<file path="config.mk">
export PLATFORM = sky130hd
export DESIGN_NAME = ospfb_run_ctrl
export DESIGN_NICKNAME = d
export VERILOG_FILES = /design/src/rtl/ospfb_run_ctrl.sv
export SDC_FILE = /design/constraint.sdc
export NUM_CORES = 1
export LEC_CHECK = 0
export BUFFER_PORTS_ARGS = -buffer_cell sky130_fd_sc_hd__buf_2
export CELL_PAD_IN_SITES_DETAIL_PLACEMENT = 1
export CELL_PAD_IN_SITES_GLOBAL_PLACEMENT = 2
export CORE_MARGIN = 2
export CORE_UTILIZATION = 30
export DETAILED_ROUTE_END_ITERATION = 6
export MAX_ROUTING_LAYER = met4
export PLACE_DENSITY_LB_ADDON = 0.1
export SYNTH_ARGS = -nofsm -noshare
export SYNTH_HDL_FRONTEND = slang
export SYNTH_SLANG_ARGS = --single-unit
</file>
<file path="constraint.sdc">
create_clock -name clk -period 3.14 [get_ports clk]
set_input_delay 0.628 -clock clk [delete_from_list [all_inputs] [get_ports clk]]
set_output_delay 0.628 -clock clk [all_outputs]
set_load 0.05 [all_outputs]
</file>
<file path="src/rtl/ospfb_run_ctrl.sv">
// Run sequencer for the OSPFB: one FFT config beat, then enables the OSPFB for a programmed frame count.
// Optional macro OSPFB_RUN_CTRL_OVF_HALT_EN makes FFT overflow in CONFIG/RUN fatal.
module ospfb_run_ctrl #(
  parameter int CONF_WID = 8,
  parameter int FRM_WID  = 16,
  parameter int OVF_WID  = 16
) (
  input  logic                clk,
  input  logic                rst,
  input  logic                start,
  input  logic                abort,
  input  logic [CONF_WID-1:0] cfg_word,
  input  logic [FRM_WID-1:0]  num_frames,
  output logic [CONF_WID-1:0] m_axis_config_tdata,
  output logic                m_axis_config_tvalid,
  input  logic                m_axis_config_tready,
  input  logic                data_tvalid,
  input  logic                data_tready,
  input  logic                data_tlast,
  input  logic                event_frame_started,
  input  logic                event_tlast_unexpected,
  input  logic                event_tlast_missing,
  input  logic                event_fft_overflow,
  input  logic                event_data_in_channel_halt,
  output logic                ospfb_en,
  output logic                busy,
  output logic                done,
  output logic                err,
  output logic [3:0]          err_flags,
  output logic [FRM_WID-1:0]  frm_cnt,
  output logic [OVF_WID-1:0]  ovf_cnt
);

  typedef enum logic [2:0] {
    ST_IDLE   = 3'd0,
    ST_CONFIG = 3'd1,
    ST_RUN    = 3'd2,
    ST_DRAIN  = 3'd3,
    ST_ERROR  = 3'd4
  } state_t;

  state_t              state_q, state_d;
  logic [CONF_WID-1:0] cfg_q, cfg_d;
  logic [FRM_WID-1:0]  nfrm_q, nfrm_d;
  logic [FRM_WID-1:0]  frm_cnt_q, frm_cnt_d;
  logic [OVF_WID-1:0]  ovf_cnt_q, ovf_cnt_d;
  logic [3:0]          err_flags_q, err_flags_d;
  logic                ospfb_en_q, ospfb_en_d;
  logic                busy_q, busy_d;
  logic                done_q, done_d;
  logic                err_q, err_d;
  logic                tvalid_q, tvalid_d;

  logic       frame_beat;
  logic       ovf_ev;
  logic       ovf_fatal;
  logic [3:1] fatal_bits;

  // event_frame_started carries no control meaning here
  logic unused_ok;
  assign unused_ok = event_frame_started;

  assign frame_beat = data_tvalid & data_tready & data_tlast;
  assign ovf_ev     = event_fft_overflow & (state_q != ST_IDLE);
  assign fatal_bits = {event_data_in_channel_halt, event_tlast_missing, event_tlast_unexpected};

`ifdef OSPFB_RUN_CTRL_OVF_HALT_EN
  assign ovf_fatal = event_fft_overflow;
`else
  assign ovf_fatal = 1'b0;
`endif

  always_comb begin
    state_d     = state_q;
    cfg_d       = cfg_q;
    nfrm_d      = nfrm_q;
    frm_cnt_d   = frm_cnt_q;
    ovf_cnt_d   = ovf_cnt_q;
    err_flags_d = err_flags_q;
    done_d      = 1'b0;

    case (state_q)
      ST_IDLE: begin
        if (start) begin
          cfg_d       = cfg_word;
          nfrm_d      = num_frames;
          frm_cnt_d   = '0;
          ovf_cnt_d   = '0;
          err_flags_d = '0;
          state_d     = ST_CONFIG;
        end
      end
      ST_CONFIG, ST_RUN: begin
        // abort wins over any frame completion or event in the same cycle
        if (abort) begin
          state_d = ST_IDLE;
        end else begin
          if (state_q == ST_RUN && frame_beat) begin
            frm_cnt_d = frm_cnt_q + 1'b1;
          end
          err_flags_d[3:1] = err_flags_q[3:1] | fatal_bits;
          if ((|fatal_bits) || ovf_fatal) begin
            state_d = ST_ERROR;
          end else if (state_q == ST_CONFIG && m_axis_config_tready) begin
            state_d = ST_RUN;
          end else if (state_q == ST_RUN && frame_beat &&
                       nfrm_q != '0 && frm_cnt_d == nfrm_q) begin
            state_d = ST_DRAIN;
            done_d  = 1'b1;
          end
        end
      end
      ST_DRAIN: state_d = ST_IDLE;
      ST_ERROR: begin
        if (abort) begin
          state_d = ST_IDLE;
        end
      end
      default: state_d = ST_IDLE;
    endcase

    if (ovf_ev) begin
      if (ovf_cnt_q != '1) begin
        ovf_cnt_d = ovf_cnt_q + 1'b1;
      end
      err_flags_d[0] = 1'b1;
    end

    // outputs are decoded from the next state so they leave the flops aligned with it
    ospfb_en_d = (state_d == ST_RUN);
    busy_d     = (state_d != ST_IDLE);
    err_d      = (state_d == ST_ERROR);
    tvalid_d   = (state_d == ST_CONFIG);
  end

  always_ff @(posedge clk) begin
    if (rst) begin
      state_q     <= ST_IDLE;
      cfg_q       <= '0;
      nfrm_q      <= '0;
      frm_cnt_q   <= '0;
      ovf_cnt_q   <= '0;
      err_flags_q <= '0;
      ospfb_en_q  <= 1'b0;
      busy_q      <= 1'b0;
      done_q      <= 1'b0;
      err_q       <= 1'b0;
      tvalid_q    <= 1'b0;
    end else begin
      state_q     <= state_d;
      cfg_q       <= cfg_d;
      nfrm_q      <= nfrm_d;
      frm_cnt_q   <= frm_cnt_d;
      ovf_cnt_q   <= ovf_cnt_d;
      err_flags_q <= err_flags_d;
      ospfb_en_q  <= ospfb_en_d;
      busy_q      <= busy_d;
      done_q      <= done_d;
      err_q       <= err_d;
      tvalid_q    <= tvalid_d;
    end
  end

  assign m_axis_config_tdata  = cfg_q;
  assign m_axis_config_tvalid = tvalid_q;
  assign ospfb_en             = ospfb_en_q;
  assign busy                 = busy_q;
  assign done                 = done_q;
  assign err                  = err_q;
  assign err_flags            = err_flags_q;
  assign frm_cnt              = frm_cnt_q;
  assign ovf_cnt              = ovf_cnt_q;

endmodule

</file>
==> qor.csv <==
metric,value,unit
Hold Path Sink,err_flags[0],
share of cells above drive strength 1,0.2383,
internal reg-to-reg setup slack,0.26,ns
global-route wire length before repair,18600,µm
Hold Path Cell Cnt,2,
top-area cell type share of the netlist area,0.3862,
Crit. End Element,flop,
placed instance area,4118,µm²
outcome,completed,
unrepaired setup endpoints after global routing,no,
Congestion Overflow GR,0,
"Seq/Total Area, Yosys",0.3862,
hold_ws,0.4420,ns
FF-to-FF End,m_axis_config_tvalid,
total nets after synthesis,482,
die footprint,12630,µm²
cell breakdown of the critical path,"ha_1, xor3_1, a41oi_1, nand4_1, a2111oi_2, nand4_1, or4_4, a221oi_2",
Inserted Diodes,0,
Synth Cell Area,3525,µm²
I/O Pins,86,
number of vias per cell,5.305,
IO Port Bufs,84,
Core Region,11420,µm²
# setup viols final,0,
Worst-Skew Late Latency,0.33,ns
DP HPWL,8369,µm
First-pass DRT Iterations,4,
chip width,112.4,µm
chip height,112.4,µm
Site Rows,39,
Clock Root Buffer,clkbuf_16,
routed via count,3586,
Hold WC Path Type,reg2reg,
DRC,0,
GPL Wtd Cong,0.8228,
Post-Route WL,11340,µm
critical-path maximum fanout,8,
Startpoint Class,flop,
clk slew on worst S/H paths,0.05,ns
"Slowest-stage cell, CP",or4_4,
Least-Margin Pin Slew,0.7427,ns
ys flop type,dfxtp_1,
hold buffers post-CTS,0,
Worst R2R Start,frm_cnt[1],
H-tree depth,3,
hold_sp,err_flags[0],
Synth Area per Inst,7.956,µm²
post-route ant nets,0,
critical path type,reg2reg,
"EDFF count, synth",0,
largest net degree at the start of global routing,37,
vias in the first global route,3634,
pre-CTS setup slack,0.2574,ns
flop and latch count out of synthesis,68,
CTS resizes,0,
MaxCap Viol Count,0,
Max transition margin,0.5003,
Synth-to-Final Area Change,25.10,%
Final Cell Area,4409,µm²
Critical Path RT,3.38,ns
CTS Buffer Depth,2,
pwr/cell area,487.6,nW/µm²
fin nets,569,
min Tclk post-route,2.882,ns
Register-to-Register Path Depth,8,
post-synth top area cell,dfxtp_1,
total setup buffers inserted after CTS,0,
clk_skew,0.005275,ns
Final Cycle Share,0.9180,
Worst path most repeated cell,nand4_1,
Critical Path Max Stage Delay,0.47,ns
most common cell in the netlist,nand2_1,
final worst setup slack,0.2576,ns
CTS buffer count,9,
initial antenna violation count,0,
Iter 0 DRT Violations,115,
Final Power,2150,µW
critical path arrival,3.12,ns
peak supply drop,0.2418,mV
fmax,0.3469,GHz
Post-synth top cells,"75 x nand2_1, 68 x dfxtp_1, 53 x a21oi_1, 45 x nor2_1, 20 x nand3_1",
endpoints failing hold,0,
Tot GR Track Use,0.1904,
CTS tree,built,
Synth Instances,443,
synth warn,0,
Initial Util,0.3087,
number of distinct library cells after synthesis,64,
setup TNS,0,ns
# clock sinks,68,
synth top area cells,"dfxtp_1 39%, nand2_1 8.0%, a21oi_1 7.5%",
max-slew violation count,0,
Leakage,0.001758,µW
asr flop ratio synth,0,
wire per inst,16.78,µm
-- routing by layer --
| metal | global-route usage | part of all wire | up-vias |
|---|---|---|---|
| met2 | 0.3181 | 0.50 | 54 |
| met4 | 0.06585 | 0.016 | 0 |
| met5 | - | 0 | - |
| li1 | - | - | 1764 |
| met1 | 0.2265 | 0.45 | 1755 |
| met3 | 0.04320 | 0.034 | 13 |
-- cell families (layout without fill, tap and decap cells) --
kind of cell               count (synthesis)  in the layout  share of synthesized area
AOI/OAI and AO/OA                        110            110                     0.1960
xor gates and xnor gates                  27             27                    0.07348
adders and majority gates                  2              2                   0.007099
muxes                                      3              3                   0.008875
buffers and inverters                     28            118                    0.03798
and+or+nand+nor                          205            205                     0.2904
DFF                                       68             68                     0.3862
-- registers in the layout (all words and copies together) (netlist names) --
register and flops:
busy 1, err 1, err_flags 4, ovf_cnt 16, ospfb_en 1, done 1
frm_cnt 16, m_axis_config_tdata 8, state_q 3, nfrm_q 16, m_axis_config_tvalid 1
-- critical path, delay by kind of cell, from the launching register on --
| kind | cells | cell delay (ns) |
|---|---|---|
| DFF | 1 | 0.46 |
| adders and majority gates | 1 | 0.42 |
| AOI/OAI and AO/OA | 3 | 0.84 |
| and+or+nand+nor | 3 | 0.77 |
| xor gates and xnor gates | 1 | 0.28 |
-- layout by cell type (no fill, tap or decap), drive strengths merged, types with 10 or more instances in the layout --
master	Yosys	routed
o21ai	11	11
buf	9	98
a31oi	10	10
xnor2	17	17
nand3	22	22
nor3	11	11
a21oi	53	53
nand2	75	75
clkbuf	13	12
nor2	46	46
dfxtp	68	68
-- report_power, final --
group | switching (µW) | internal (µW)
combinational | 153 | 79.1
sequential | 23.5 | 888
clock | 358 | 648
-- area by class of cell --
type	instances	area, µm²
inverter	6	22.52
timing repair buffer	98	525.5
fill	1437	7009
tap	143	178.9
sequential	68	1361
clock buffer	12	256.5
clock inverter	2	35.03
multi-input combinational	347	2029
-- per-stage QoR --
stage          std cells    util
3_5_place_dp         662  0.3606
3_3_place_gp         662  0.3606
6_report             676  0.3861
4_1_cts              676  0.3861
5_1_grt              676  0.3861
2_1_floorplan        443       -
-- how the worst max path moves through the flow --
stage                     from                    to  slack (ns)  cells past startpoint
floorplan           frm_cnt[0]  m_axis_config_tvalid        0.17                      9
global route        frm_cnt[1]  m_axis_config_tvalid        0.09                      8
finish              frm_cnt[1]  m_axis_config_tvalid        0.26                      8
global placement    data_tlast  m_axis_config_tvalid        0.29                      8
detailed placement  frm_cnt[1]  m_axis_config_tvalid        0.26                      8
CTS                 frm_cnt[1]  m_axis_config_tvalid        0.24                      8
Note: power is estimated with default switching activity, not from simulation.
